==> src/rtl/rvfpm_issue_queue_if.sv <==
// XIF issue/commit and execute-side signal bundle for the rvfpm issue queue.
// The slave modport is the queue itself; the master modport is whatever drives it.
interface rvfpm_issue_queue_if #(
  parameter int DEPTH      = 4,
  parameter int X_ID_WIDTH = 4,
  parameter int INSTR_W    = 32
);
  localparam int CNT_W = $clog2(DEPTH) + 1;

  logic                  flush;
  logic                  issue_valid;
  logic                  issue_ready;
  logic [INSTR_W-1:0]    issue_instr;
  logic [X_ID_WIDTH-1:0] issue_id;
  logic                  issue_accept;
  logic                  commit_valid;
  logic [X_ID_WIDTH-1:0] commit_id;
  logic                  commit_kill;
  logic                  out_valid;
  logic                  out_ready;
  logic [INSTR_W-1:0]    out_instr;
  logic [X_ID_WIDTH-1:0] out_id;
  logic [CNT_W-1:0]      occupancy;
  logic                  commit_err;

  modport master (
    output flush, issue_valid, issue_instr, issue_id, issue_accept,
           commit_valid, commit_id, commit_kill, out_ready,
    input  issue_ready, out_valid, out_instr, out_id, occupancy, commit_err
  );

  modport slave (
    input  flush, issue_valid, issue_instr, issue_id, issue_accept,
           commit_valid, commit_id, commit_kill, out_ready,
    output issue_ready, out_valid, out_instr, out_id, occupancy, commit_err
  );
endinterface

==> src/rtl/rvfpm_issue_queue.sv <==
// In-order issue/commit queue: holds offloaded instructions until committed, releases
// committed heads to execute and silently discards killed heads, one per cycle.
module rvfpm_issue_queue #(
  parameter int DEPTH      = 4,
  parameter int X_ID_WIDTH = 4,
  parameter int INSTR_W    = 32
) (
  input logic               ck,
  input logic               rst,
  rvfpm_issue_queue_if.slave xif
);
  localparam int PTR_W = $clog2(DEPTH);
  localparam int CNT_W = $clog2(DEPTH) + 1;

  typedef enum logic [1:0] {H_EMPTY, H_WAIT, H_READY, H_DROP} head_st_e;

  logic [INSTR_W-1:0]    instr_q [DEPTH];
  logic [X_ID_WIDTH-1:0] id_q    [DEPTH];
  logic [DEPTH-1:0]      vld_q, vld_d, cmt_q, cmt_d, kil_q, kil_d;
  logic [PTR_W-1:0]      head_q, head_d, tail_q, tail_d;
  logic [CNT_W-1:0]      cnt_q, cnt_d;
  logic                  err_q, err_d;
  logic                  push, retire, byp_hit, hit;
  head_st_e              head_st;

  always_comb begin
    head_st = H_EMPTY;
    if (vld_q[head_q]) begin
      if (kil_q[head_q])      head_st = H_DROP;
      else if (cmt_q[head_q]) head_st = H_READY;
      else                    head_st = H_WAIT;
    end
  end

  // No bypass: a full queue stays not-ready even when the head pops this cycle.
  assign xif.issue_ready = (cnt_q != CNT_W'(DEPTH));
  assign push            = xif.issue_valid & xif.issue_ready & xif.issue_accept;
  assign xif.out_valid   = (head_st == H_READY);
  assign retire          = (head_st == H_DROP) | ((head_st == H_READY) & xif.out_ready);
  assign byp_hit         = xif.commit_valid & push & (xif.issue_id == xif.commit_id);
  assign xif.out_instr   = (head_st == H_EMPTY) ? '0 : instr_q[head_q];
  assign xif.out_id      = (head_st == H_EMPTY) ? '0 : id_q[head_q];
  assign xif.occupancy   = cnt_q;
  assign xif.commit_err  = err_q;

  always_comb begin
    vld_d  = vld_q;
    cmt_d  = cmt_q;
    kil_d  = kil_q;
    head_d = head_q;
    tail_d = tail_q;
    err_d  = err_q;
    hit    = byp_hit;
    for (int i = 0; i < DEPTH; i++) begin
      if (xif.commit_valid && vld_q[i] && (id_q[i] == xif.commit_id)) begin
        hit = 1'b1;
        if (xif.commit_kill) kil_d[i] = 1'b1;
        else                 cmt_d[i] = 1'b1;
      end
    end
    if (xif.commit_valid && !hit) err_d = 1'b1;
    if (retire) begin
      vld_d[head_q] = 1'b0;
      cmt_d[head_q] = 1'b0;
      kil_d[head_q] = 1'b0;
      head_d        = head_q + PTR_W'(1);
    end
    // Tail slot is never the retiring head: that would need a push into a full queue.
    if (push) begin
      vld_d[tail_q] = 1'b1;
      cmt_d[tail_q] = byp_hit & ~xif.commit_kill;
      kil_d[tail_q] = byp_hit & xif.commit_kill;
      tail_d        = tail_q + PTR_W'(1);
    end
    cnt_d = cnt_q + CNT_W'(push) - CNT_W'(retire);
    if (xif.flush) begin
      vld_d  = '0;
      cmt_d  = '0;
      kil_d  = '0;
      head_d = '0;
      tail_d = '0;
      cnt_d  = '0;
      err_d  = 1'b0;
    end
  end

  always_ff @(posedge ck or negedge rst) begin
    if (!rst) begin
      vld_q  <= '0;
      cmt_q  <= '0;
      kil_q  <= '0;
      head_q <= '0;
      tail_q <= '0;
      cnt_q  <= '0;
      err_q  <= 1'b0;
    end else begin
      vld_q  <= vld_d;
      cmt_q  <= cmt_d;
      kil_q  <= kil_d;
      head_q <= head_d;
      tail_q <= tail_d;
      cnt_q  <= cnt_d;
      err_q  <= err_d;
    end
  end

  // Payload is only observed through valid flags, so it carries no reset.
  always_ff @(posedge ck) begin
    if (push && !xif.flush) begin
      instr_q[tail_q] <= xif.issue_instr;
      id_q[tail_q]    <= xif.issue_id;
    end
  end
endmodule

==> src/flat_wrapper.sv <==
// flat-port wrapper written by rule: the top's interface ports become plain ports
module rvfpm_issue_queue_flat 
#(
  parameter int DEPTH      = 4,
  parameter int X_ID_WIDTH = 4,
  parameter int INSTR_W    = 32
)
  (ck, rst, xif_flush, xif_issue_valid, xif_issue_instr, xif_issue_id, xif_issue_accept, xif_commit_valid, xif_commit_id, xif_commit_kill, xif_out_ready, xif_issue_ready, xif_out_valid, xif_out_instr, xif_out_id, xif_occupancy, xif_commit_err);
  rvfpm_issue_queue_if #(.DEPTH(DEPTH), .X_ID_WIDTH(X_ID_WIDTH), .INSTR_W(INSTR_W)) xif_i ();
  input logic ck;
  input logic rst;
  input wire logic [$bits(xif_i.flush)-1:0] xif_flush;
  input wire logic [$bits(xif_i.issue_valid)-1:0] xif_issue_valid;
  input wire logic [$bits(xif_i.issue_instr)-1:0] xif_issue_instr;
  input wire logic [$bits(xif_i.issue_id)-1:0] xif_issue_id;
  input wire logic [$bits(xif_i.issue_accept)-1:0] xif_issue_accept;
  input wire logic [$bits(xif_i.commit_valid)-1:0] xif_commit_valid;
  input wire logic [$bits(xif_i.commit_id)-1:0] xif_commit_id;
  input wire logic [$bits(xif_i.commit_kill)-1:0] xif_commit_kill;
  input wire logic [$bits(xif_i.out_ready)-1:0] xif_out_ready;
  output wire logic [$bits(xif_i.issue_ready)-1:0] xif_issue_ready;
  output wire logic [$bits(xif_i.out_valid)-1:0] xif_out_valid;
  output wire logic [$bits(xif_i.out_instr)-1:0] xif_out_instr;
  output wire logic [$bits(xif_i.out_id)-1:0] xif_out_id;
  output wire logic [$bits(xif_i.occupancy)-1:0] xif_occupancy;
  output wire logic [$bits(xif_i.commit_err)-1:0] xif_commit_err;
  assign xif_i.flush = xif_flush;
  assign xif_i.issue_valid = xif_issue_valid;
  assign xif_i.issue_instr = xif_issue_instr;
  assign xif_i.issue_id = xif_issue_id;
  assign xif_i.issue_accept = xif_issue_accept;
  assign xif_i.commit_valid = xif_commit_valid;
  assign xif_i.commit_id = xif_commit_id;
  assign xif_i.commit_kill = xif_commit_kill;
  assign xif_i.out_ready = xif_out_ready;
  assign xif_issue_ready = xif_i.issue_ready;
  assign xif_out_valid = xif_i.out_valid;
  assign xif_out_instr = xif_i.out_instr;
  assign xif_out_id = xif_i.out_id;
  assign xif_occupancy = xif_i.occupancy;
  assign xif_commit_err = xif_i.commit_err;
  rvfpm_issue_queue #(.DEPTH(DEPTH), .X_ID_WIDTH(X_ID_WIDTH), .INSTR_W(INSTR_W)) u_core (.ck(ck), .rst(rst), .xif(xif_i));
endmodule
==> config.mk <==
export PLATFORM = sky130hd
export DESIGN_NAME = rvfpm_issue_queue_flat
export DESIGN_NICKNAME = d
export VERILOG_FILES = /design/src/rtl/rvfpm_issue_queue_if.sv /design/src/rtl/rvfpm_issue_queue.sv /design/src/flat_wrapper.sv
export SDC_FILE = /design/constraint.sdc
export NUM_CORES = 1
export LEC_CHECK = 0
export ABC_AREA = 1
export BUFFER_PORTS_ARGS = -buffer_cell sky130_fd_sc_hd__buf_4
export CAP_MARGIN = 40
export CORE_ASPECT_RATIO = 1.25
export CORE_MARGIN = 2
export CORE_UTILIZATION = 50
export CTS_CLUSTER_DIAMETER = 150
export DETAILED_ROUTE_END_ITERATION = 8
export PLACE_DENSITY = 0.73
export SLEW_MARGIN = 0
export SYNTH_ARGS = -nofsm -noshare
export SYNTH_HDL_FRONTEND = slang
export SYNTH_SLANG_ARGS = --single-unit
==> constraint.sdc <==
create_clock -name ck -period 2.5 [get_ports ck]
set_input_delay 0.375 -clock ck [delete_from_list [all_inputs] [get_ports ck]]
set_output_delay 0.375 -clock ck [all_outputs]
set_load 0.01 [all_outputs]
Word-level counts from Yosys, hierarchy flattened
Memories as Yosys holds them, arrays and structs flattened.
Cells that the tools add are included.
{"block": "totals", "ff_bits": 20, "elab_cells": 112, "output_inout_bits": 42, "inputBits": 48, "latch_bits": 0, "ramBits": 144, "rom_bits": 0, "n_memories": 2}
{"block": "classes", "n_mux": 55, "n_eq_ne": 8, "n_shift": 0, "div": 0, "n_reduce_logical": 18, "multipliers": 0, "bitwise": 14, "add_sub_neg": 4, "order_cmp": 4}
{"memory": "u_core.instr_q", "depth": 4, "word_bits": 32, "rd": 1, "rd_ports_with_merged_regs": 0, "wr": 1, "line": "rvfpm_issue_queue.sv:17", "text": "logic [INSTR_W-1:0] instr_q [DEPTH];"}
{"memory": "u_core.id_q", "depth": 4, "word_bits": 4, "rd": 5, "rd_ports_with_merged_regs": 0, "wr": 1, "line": "rvfpm_issue_queue.sv:18", "text": "logic [X_ID_WIDTH-1:0] id_q [DEPTH];"}
{"operator": "$mux W4", "count": 10}
{"operator": "$mux W32", "count": 1}
{"operator": "$mux W1", "count": 29}
{"operator": "$eq A4 B4 Y1", "count": 5}
{"operator": "$mux W2", "count": 7}
{"operator": "$and A4 B4 Y4", "count": 3}
{"operator": "$logic_and A1 B1 Y1", "count": 12}
{"operator": "$bwmux W4", "count": 2}
{"operator": "$and A1 B1 Y1", "count": 7}
{"operator": "$bmux W1 S2", "count": 3}
{"operator": "$lt A2 B3 Y1 const B", "count": 2}
{"operator": "$reduce_bool A2 Y1", "count": 3}
{"operator": "$add A2 B1 Y2 const B", "count": 2}
{"operator": "$demux W1 S2", "count": 2}
{"operator": "$eq A2 B2 Y1 const B", "count": 2}
{"operator": "$ge A2 B1 Y1 const B", "count": 2}
{"operator": "$not A4 Y4", "count": 1}
{"operator": "$or A4 B4 Y4", "count": 1}
{"operator": "$add A3 B1 Y3", "count": 1}
{"operator": "$mux W3", "count": 1}
{"operator": "$ne A3 B3 Y1 const B", "count": 1}
{"operator": "$sub A3 B1 Y3", "count": 1}
{"operator": "$logic_not A1 Y1", "count": 2}
{"operator": "$logic_not A2 Y1", "count": 1}
{"operator": "2 further kinds", "count": 2}

Logic depth before layout (Yosys ltp)
Gate-level depths: netlist of the first run.
{"block": "depth", "word_depth": 13, "ltp_mapped": 15, "depth_no_buf": 14}

Worst setup path after synthesis of the first run
OpenSTA, ideal clock, no wires.
{"block": "synth_timing", "kind": "register to register", "startpoint": "reg u_core.cnt_q[1] (netlist: u_core.xif.occupancy[1])", "endpoint": "mem u_core.id_q[1][0], enable pin", "path_slack_ns": -0.420, "path_stages_with_launch": 7, "required_ns": 2.071, "n_path_buf": 0, "t_arrival_ns": 2.491, "synth_period_minus_slack_ns": 2.920, "setup_time_ns": 0.429, "path_cell_list": "dfrtp_1 -> inv_1 -> nand3_1 -> nand3_2 -> inv_2 -> nand2_1 -> nor2_1"}
{"block": "synth_via", "elab_chain_cells": 6}
{"element": "start: declaration", "line": "rvfpm_issue_queue.sv:21", "text": "logic [CNT_W-1:0] cnt_q, cnt_d;"}
{"element": "start signal: assignment", "line": "rvfpm_issue_queue.sv:102", "text": "cnt_q <= cnt_d;"}
{"element": "$ne A3 B3 Y1", "line": "rvfpm_issue_queue.sv:36", "text": "assign xif.issue_ready = (cnt_q != CNT_W'(DEPTH));"}
{"element": "net xif_issue_ready", "line": "flat_wrapper.sv:21", "text": "output wire logic [$bits(xif_i.issue_ready)-1:0] xif_issue_ready;"}
{"element": "$and A1 B1 Y1 (2 in a row)", "line": "rvfpm_issue_queue.sv:37", "text": "assign push = xif.issue_valid & xif.issue_ready & xif.issue_accept;"}
{"element": "$logic_and A1 B1 Y1", "line": "rvfpm_issue_queue.sv:109", "text": "if (push && !xif.flush) begin"}
{"element": "$mux W1", "line": "rvfpm_issue_queue.sv:109"}
{"element": "$mux W1 (implied by the code)", "line": "rvfpm_issue_queue.sv:111", "text": "id_q[tail_q] <= xif.issue_id;"}
{"element": "end: declaration", "line": "rvfpm_issue_queue.sv:18"}
The timed path passes the listed nets, and every way through them passes these cells.

Worst setup path in the final report of the first run
{"block": "layout_timing", "startpoint": "reg u_core.head_q[0]", "endpoint": "out xif_out_instr[21]"}
{"block": "layout_via", "elab_chain_cells": 7, "elab_cells_between_ends": 12, "classes_between": "mux: 10; reduce/logical: 1; memory: 1"}
{"element": "start: declaration", "line": "rvfpm_issue_queue.sv:20", "text": "logic [PTR_W-1:0] head_q, head_d, tail_q, tail_d;"}
{"element": "start signal: assignment", "line": "rvfpm_issue_queue.sv:92", "text": "head_q <= '0;"}
{"element": "start signal: assignment", "line": "rvfpm_issue_queue.sv:100", "text": "head_q <= head_d;"}
{"element": "$bmux W1 S2", "line": "rvfpm_issue_queue.sv:30", "text": "else if (cmt_q[head_q]) head_st = H_READY;"}
{"element": "$mux W1 (implied by the code)", "line": "rvfpm_issue_queue.sv:30"}
{"element": "$mux W2", "line": "rvfpm_issue_queue.sv:30"}
{"element": "$mux W2", "line": "rvfpm_issue_queue.sv:29", "text": "if (kil_q[head_q]) head_st = H_DROP;"}
{"element": "$mux W2", "line": "rvfpm_issue_queue.sv:28", "text": "if (vld_q[head_q]) begin"}
{"element": "$logic_not A2 Y1", "line": "rvfpm_issue_queue.sv:41", "text": "assign xif.out_instr = (head_st == H_EMPTY) ? '0 : instr_q[head_q];"}
{"element": "$mux W32 (*)", "line": "rvfpm_issue_queue.sv:41"}
{"element": "end: declaration", "line": "flat_wrapper.sv:23", "text": "output wire logic [$bits(xif_i.out_instr)-1:0] xif_out_instr;"}
Every way passes the cells marked *; elsewhere a longest branch is shown, timed or not. The select of a mux whose other input is x is not followed.

==> flow_summary.ini, run 1 <==
[power_and_ir_drop]
clock_power_share_pct = 42.3
seq_power_share_pct = 51.0
peakVddDrop_uv = 479
p_switching_uw = 1240
power.total_uw = 5980
pwr_density_cell_mw_per_mm2 = 687
sw_frac_of_total_pct = 20.7
p_leak_uw = 0.00366
p_comb_share_pct = 6.7
p_int_uw = 4740

[cts]
cts_tree = built
cts-htree-levels = 4
cts_made_buffers = 17
ctsLongestPathBuffers = 2
cts_root_buf = clkbuf_16
clkTransAtPathRegs_ns = 0.06
cts.sinks = 164
worstSkewPairLatency_ns = 0.42

[placement]
place.gp.congestion = 0.944
placed_area_mm2 = 0.00811
dpl_worst_slack_ns = 0.223
hpwlAfterDp_um = 10200
port_buffers = 89

[run_status]
status = complete, no violations

[sta]
max_freq_ghz = 0.421
fin_crit_ns = 2.37
tns_ns = 0
whs_ns = 0.156
grt_setup_unrepaired = yes
finalCritPeriodShare_pct = 95.0
fin_ws_ns = 0.126
finalMaxSlewViolations = 0
final_hold_viol_count = 0
fin_worst_skew_ns = 0.00837
worst_pin_slew_ns = 0.454
relSlewSlack_pct = 69.7
setup_viol = 0

[floorplan]
num_rows = 49
die_w_um = 112
start_util_pct = 50.7
dieArea_mm2 = 0.0155
die_y_um = 139
ios = 90
core_area_mm2 = 0.0143

[detailed_routing]
drt_iter0_markers = 323
ant_nets = 0
vias = 5255
finalWirelength_um = 16600
drcViolationCount = 0
wire_per_inst_um = 17.4
vias_per_cell = 5.51
first_pass_iters = 5

[worst_setup_path]
worstPathCellList = inv_4 -> buf_4 -> o21ai_0 -> o22ai_1 -> nand2_1 -> inv_1 -> buf_4
cp_data_arrival_time_ns = 2.00
max_stage_delay_ns = 0.48
path_delay_family = buffers and inverters
cp.buffers_inverters = 4
crit_type = register to output pin
crit_path_end_kind = output pin
crit_required_ns = 2.12
cp_slowest_cell = dfrtp_2
cpMostUsedCell = buf_4
start_kind = register
worstPathMaxFanout = 34

[global_route]
grt_max_degree = 45
grt_pass1_wl_um = 26500
overflow = 0
antenna_found_initial = 0
grtUsageTotal_pct = 22.0
grt_pass1_vias = 5396

[synthesis]
synth_edf_count = 144
synth_area_leaders = edfxtp_1 (60%), dfrtp_1 (6.9%), nand2_1 (5.7%)
avgSynthCellArea_um2 = 10.8
async_flop_share_pct = 12.2
ys_ff_latch = 164
syn-instance-count = 673
netlist_area_mm2 = 0.00725
yosysMostFrequentCell = edfxtp_1
ys_types = 26
synthTopCellsByCount = edfxtp_1 (144), nand2_1 (111), nor2_1 (90), o21ai_0 (83), inv_1 (71)
ys_seq_area_share_pct = 66.6
synth_ff_type = edfxtp_1
syn_nets = 732
yosys.area.top_type_share_pct = 59.7
synth_area_leader_cell = edfxtp_1
ys.warnings.count = 0

[layout]
final_area_mm2 = 0.00870
final_nets = 824
diodes = 0
drive_gt1_share_pct = 19.6
area_growth_pct = 20.1

[worst_hold_path]
hp-class = primary input to register

[run]
drv_cap = 0
[registers in the layout, indices dropped and copies added, names as in the netlist]
register               count
u_core.instr_q           128
u_core.id_q               16
u_core.cmt_q               4
u_core.kil_q               4
u_core.vld_q               4
u_core.xif.occupancy       3
u_core.head_q              2
u_core.tail_q              2
u_core.xif.commit_err      1
[worst register-to-register path, stage by stage (launching register included)]
cell and delay, ns:
dfrtp_2 0.48, inv_4 0.13, nand2_1 0.09, nand3_1 0.12, nand3_2 0.08, nand2_2 0.10, nand2_2 0.08, inv_2 0.07
ha_1 0.22, inv_1 0.06, ha_1 0.14, inv_1 0.05, fa_1 0.37, xor2_1 0.17, nor2_1 0.06
[timing repair]
item,CTS,global route
setup endpoints to repair,0,37
hold endpoints to repair,20,0
setup buffers,0,0
gates resized for setup,0,3
hold buffers,1,0
[cells in the final DEF, fill, tap and decap left out, types with 2 or more instances in the layout]
cell        count
edfxtp_1      144
nand2_1       111
buf_4         100
nor2_1         87
o21ai_0        83
inv_1          70
nand3_1        37
o22ai_1        32
a21oi_1        20
dfrtp_1        19
clkbuf_16      17
ha_1           10
inv_2           5
nand3_2         4
nor2_4          4
clkinv_2        4
nand2_2         3
xnor2_1         3
bufinv_16       3
buf_6           3
o21ai_2         2
o21bai_1        2
clkbuf_1        2
clkinvlp_4      2
[kinds of logic after synthesis]
kind of cell             after synthesis  share of synthesized area, %
AND/OR/NAND/NOR                      247                          14.2
flip-flops                           164                          66.6
AO/OA/AOI/OAI                        139                          10.3
buffers and inverters                108                          6.42
adder cells (fa/ha/maj)               11                          2.00
XOR/XNOR                               4                         0.483
[final cells by class]
cell class	instances	area, µm²
Clock inverter	11	138
Multi-Input combinational cell	401	1980
Clock buffer	19	433
Tap cell	178	223
Timing Repair Buffer	105	815
Fill cell	1119	5580
Inverter	76	288
Sequential cell	164	4830
[metrics by stage]
stage	std cells	utilization, %
after floorplan	673	-
after global placement	923	56.8
after detailed placement	923	56.8
after CTS	954	60.8
after global routing	954	60.9
final	954	60.9
[power by group through the flow]
stage          logic, µW  registers (µW)  clock network, µW
6_report             398            3050               2530
2_1_floorplan        183            3110                  0
3_3_place_gp         388            3100                  0
4_1_cts              400            3050               2560
5_1_grt              440            3050               2680
3_5_place_dp         397            3110                  0
[final timing paths]
path	start	to	cells past startpoint	slack, ns
worst max-delay path	u_core.head_q[0]	xif_out_instr[21]	7	0.13
worst min-delay path	xif_issue_instr[31]	u_core.instr_q[3][31]	1	0.16
worst max register to register	u_core.head_q[0]	u_core.xif.occupancy[2]	14	0.17
worst min register to register	u_core.xif.commit_err	u_core.xif.commit_err	2	0.52
max in group asynchronous	rst	u_core.head_q[0]	2	1.88
min in group asynchronous	rst	u_core.xif.commit_err	2	0.37
[per-layer routing]
layer	part of all wire, %	wire [µm]	GRT usage [%]
met2	50	8360	36.6
met5	0	0	0
met3	6.4	1070	5.86
met1	41	6790	27.2
met4	2.2	362	9.55
(Power assumes the default switching activity.)
==> run 2: changes to the inputs <==
RECOVER_POWER = 25   (was default)
==> run 2 against run 1 <==
- critical path depth up 1
- clock skew up 0.0012 ns
- via count up 0.32%
- critical endpoint is now xif_out_instr[27]
- hold slack better by 0.0032 ns
- critical path type unchanged
- total power down 0.19%
- non-clock buffer count unchanged
==> flow_summary.ini, run 2 (synthesis gave the netlist of run 1 again) <==
[run_status]
status = complete, no violations

[power_and_ir_drop]
p_leak_uw = 0.00357
pwr_density_cell_mw_per_mm2 = 694
peakVddDrop_uv = 474

[worst_setup_path]
path_delay_family = buffers and inverters
cp_num_cells = 8
cp_data_arrival_time_ns = 2.00
worstRegToRegCells = 14
startpoint = u_core.head_q[0]
regToRegStartpoint = u_core.head_q[0]
crit_path_end_kind = output pin
cp_slowest_cell = dfrtp_2
max_stage_delay_ns = 0.47
worstPathMaxFanout = 39
worstPathCellList = nor2_1 -> nor2_1 -> o21ai_2 -> nand2_2 -> buf_6 -> nand2_1 -> inv_1 -> buf_4
cpMostUsedCell = nor2_1
cp.buffers_inverters = 3
crit_required_ns = 2.12
r2r_setup_slack_ns = 0.17
crit_type = register to output pin
start_kind = register
timing.rr.end = u_core.xif.occupancy[2]

[cts]
ctsLongestPathBuffers = 2
cts_root_buf = clkbuf_16
cts_tree = built
cts.sinks = 164
cts-htree-levels = 4
cts_setup_buffers = 0
worstSkewPairLatency_ns = 0.42
cts_made_buffers = 17
clkTransAtPathRegs_ns = 0.06

[detailed_routing]
ant_nets = 0
first_pass_iters = 7
vias = 5272
wire_per_inst_um = 17.5
drt_iter0_markers = 360
vias_per_cell = 5.53
drcViolationCount = 0
finalWirelength_um = 16700

[placement]
place.gp.congestion = 0.944
port_buffers = 89
hpwlAfterDp_um = 10200
placed_area_mm2 = 0.00811
dpl_worst_slack_ns = 0.223

[global_route]
grtUsageTotal_pct = 22.0
grt_pass1_vias = 5396
antenna_found_initial = 0
grt_pass1_wl_um = 26500
grt_max_degree = 45
overflow = 0

[floorplan]
die_w_um = 112
dieArea_mm2 = 0.0155
core_area_mm2 = 0.0143
num_rows = 49
ios = 90
die_y_um = 139
start_util_pct = 50.7

[worst_hold_path]
holdPathEnd = u_core.instr_q[3][13]
hp-class = primary input to register
holdPathStages = 1
holdCritStartpoint = xif_issue_instr[13]

[sta]
fin_crit_ns = 2.38
setup_viol = 0
final_hold_viol_count = 0
max_freq_ghz = 0.421
grt_setup_unrepaired = yes
fin_ws_ns = 0.123
relSlewSlack_pct = 69.6
finalMaxSlewViolations = 0
fin_worst_skew_ns = 0.00956
worst_pin_slew_ns = 0.456
finalCritPeriodShare_pct = 95.1

[run]
drv_cap = 0

[layout]
final_nets = 824
area_growth_pct = 18.7
largest_reg_flops = 128
final_util_pct = 60.2
reg_top3 = u_core.instr_q x128, u_core.id_q x16
layout.cells.most_common = edfxtp_1
regMostFlops = u_core.instr_q
final_area_mm2 = 0.00860
drive_gt1_share_pct = 16.2
diodes = 0
final_cell_mix = edfxtp_1 (144), nand2_1 (111), nor2_1 (87)
==> run 2: cell count changes in the layout (fill, tap and decap cells not counted) <==
| cell | change |
|---|---|
| buf_4 | -26 |
| clkbuf_1 | +26 |
==> run 2: layout make-up <==
type,count,area [µm²]
flip-flops and latches,164,4830
clock buffers,19,433
repair buffers,105,717
clock inverters,11,138
well taps,178,223
fillers,1140,5680
multi-input cells,401,1980
inverters,76,288
==> run 2: worst max-delay path by stage <==
stage                                    endpoint  slack [ns]
after detailed placement  u_core.xif.occupancy[2]        0.22
after floorplan                 u_core.id_q[1][0]        0.17
after global routing      u_core.xif.occupancy[2]       -0.01
after global placement    u_core.xif.occupancy[2]        0.33
final                           xif_out_instr[27]        0.12
after CTS                       xif_out_instr[27]        0.01
==> run 2: repair_timing <==
action | CTS | global route
gates resized for setup | 0 | 3
hold buffers | 1 | 0
endpoints found under the setup margin | 0 | 37
hold endpoints to repair | 20 | 0
==> run 2: metrics by stage <==
stage	power [µW]	instances	hold slack (ns)	TNS, ns
2_1_floorplan	3290	673	0.0794	0
3_3_place_gp	3490	923	0.273	0
3_5_place_dp	3500	923	0.279	0
4_1_cts	6010	954	0.140	0
5_1_grt	6160	954	0.151	-0.0200
6_report	5970	954	0.159	0
==> run 2: power breakdown <==
part	switching, µW	total, µW	internal, µW
clock	990	2540	1550
combinational	237	381	144
sequential	18.7	3050	3030
==> run 2: layer usage <==
| metal | vias up | GRT usage (%) | share of wire, % | routed length (µm) |
|---|---|---|---|---|
| li1 | 2481 | - | - | - |
| met1 | 2568 | 27.2 | 42 | 7020 |
| met2 | 188 | 36.6 | 50 | 8320 |
| met3 | 35 | 5.86 | 6.0 | 1000 |
| met4 | 0 | 9.55 | 2.2 | 367 |
| met5 | - | 0 | 0 | 0 |
==> run 3: changes to the inputs <==
PLACE_DENSITY = 0.7   (was 0.73)
clock period = 2.7 ns   (was 2.5 ns; I/O delays follow)
==> run 3 against run 2 <==
- non-clock buffer count decreased by 2
- largest cell class unchanged
- via count decreased by 0.78%
- sequential share of layout area decreased by 0.42 points
- combinational power decreased by 7.9%
- sequential power decreased by 7.5%
- first-iteration DRC count increased by 16%
- clock power about the same
- register-to-register slack improved by 0.25 ns
==> flow_summary.ini, run 3 (synthesis gave the netlist of run 1 again) <==
[detailed_routing]
drt_iter0_markers = 417
vias = 5231
ant_nets = 0
first_pass_iters = 5
finalWirelength_um = 16800
vias_per_cell = 5.48
wire_per_inst_um = 17.6
drcViolationCount = 0

[sta]
whs_ns = 0.168
worst_pin_slew_ns = 0.485
max_freq_ghz = 0.402
finalMaxSlewViolations = 0
finalCritPeriodShare_pct = 92.0
fin_crit_ns = 2.48
relSlewSlack_pct = 67.6
final_hold_viol_count = 0
setup_viol = 0
grt_setup_unrepaired = no
fin_worst_skew_ns = 0.00835
tns_ns = 0

[worst_hold_path]
hp-class = primary input to register
holdPathStages = 1

[power_and_ir_drop]
p_leak_uw = 0.00359
peakVddDrop_uv = 545
power.total_uw = 5690
pwr_density_cell_mw_per_mm2 = 656

[cts]
cts_root_buf = clkbuf_16
cts-htree-levels = 4
cts_tree = built
cts_made_buffers = 17
cts.sinks = 164
worstSkewPairLatency_ns = 0.44
clkTransAtPathRegs_ns = 0.07
ctsLongestPathBuffers = 2

[floorplan]
start_util_pct = 50.7
ios = 90
die_y_um = 139
core_area_mm2 = 0.0143
die_w_um = 112
dieArea_mm2 = 0.0155
num_rows = 49

[run]
drv_cap = 0

[global_route]
overflow = 0
grt_pass1_vias = 5349
grtUsageTotal_pct = 22.4
antenna_found_initial = 0
grt_pass1_wl_um = 26800
grt_max_degree = 44

[worst_setup_path]
crit_path_end_kind = output pin
worstRegToRegCells = 13
start_kind = register
crit_required_ns = 2.30
worstPathMaxFanout = 41
cp_data_arrival_time_ns = 2.08
crit_type = register to output pin

[placement]
port_buffers = 89
placed_area_mm2 = 0.00813
place.gp.congestion = 0.943
hpwlAfterDp_um = 10400

[layout]
regMostFlops = u_core.instr_q
diodes = 0
final_util_pct = 60.7
final_cell_mix = edfxtp_1 (144), nand2_1 (111), nor2_1 (87)
final_area_mm2 = 0.00867
area_growth_pct = 19.6
final_nets = 822
layout.cells.most_common = edfxtp_1
drive_gt1_share_pct = 16.6
reg_top3 = u_core.instr_q x128, u_core.id_q x16
largest_reg_flops = 128

[run_status]
status = complete, no violations
==> run 3: cell types whose count changed in the layout (fill, tap and decap cells not counted), sizes merged <==
cell / previous run / this run
clkbuf: 45 / 42
inv: 76 / 83
clkinv: 6 / 4
buf: 78 / 77
clkinvlp: 2 / 1
==> run 3: worst paths after layout <==
kind                                             from                       to  slack, ns
worst max-delay path                 u_core.head_q[0]        xif_out_instr[24]       0.22
worst min-delay path              xif_issue_instr[30]    u_core.instr_q[0][30]       0.17
worst max register to register       u_core.head_q[1]  u_core.xif.occupancy[2]       0.42
worst min register to register  u_core.xif.commit_err    u_core.xif.commit_err       0.52
max in group asynchronous                         rst         u_core.head_q[0]       2.07
min in group asynchronous                         rst    u_core.xif.commit_err       0.39
==> run 3: final cells by class <==
cell class / instances / area [µm²]
flip-flops and latches: 164 / 4830
multi-input cells: 401 / 1980
repair buffers: 103 / 736
clock buffers: 17 / 425
clock inverters: 15 / 191
inverters: 76 / 288
well taps: 178 / 223
fillers: 1127 / 5620
==> run 3: metal layers <==
metal	part of all wire (%)	GRT usage, %	up-vias
li1	-	-	2480
met5	0	0	-
met1	40	26.3	2528
met4	2.4	10.7	0
met3	5.6	5.38	33
met2	52	38.6	190
==> run 3: through the flow <==
step / setup slack [ns] / cells
6_report: 0.215 / 954
5_1_grt: 0.0559 / 954
4_1_cts: 0.118 / 954
3_5_place_dp: 0.436 / 921
3_3_place_gp: 0.506 / 921
2_1_floorplan: 0.374 / 673
==> run 3: where the power goes <==
part           leakage, µW  internal [µW]  switching [µW]
Sequential         0.00157           2810            17.9
Combinational      0.00172            135             216
Clock             0.000299           1480            1040
==> run 3: critical path: stages (launching register included) <==
cell	delay [ns]
dfrtp_2	0.48
inv_4	0.13
buf_4	0.39
o21ai_0	0.17
o22ai_1	0.22
nand2_1	0.08
inv_1	0.06
buf_4	0.11
==> run 3: timing repair <==
action,in CTS,in global routing
hold buffers,1,0
setup endpoints to repair,0,1
hold endpoints to repair,20,0
gates resized for setup,0,1
buffers inserted,0,0
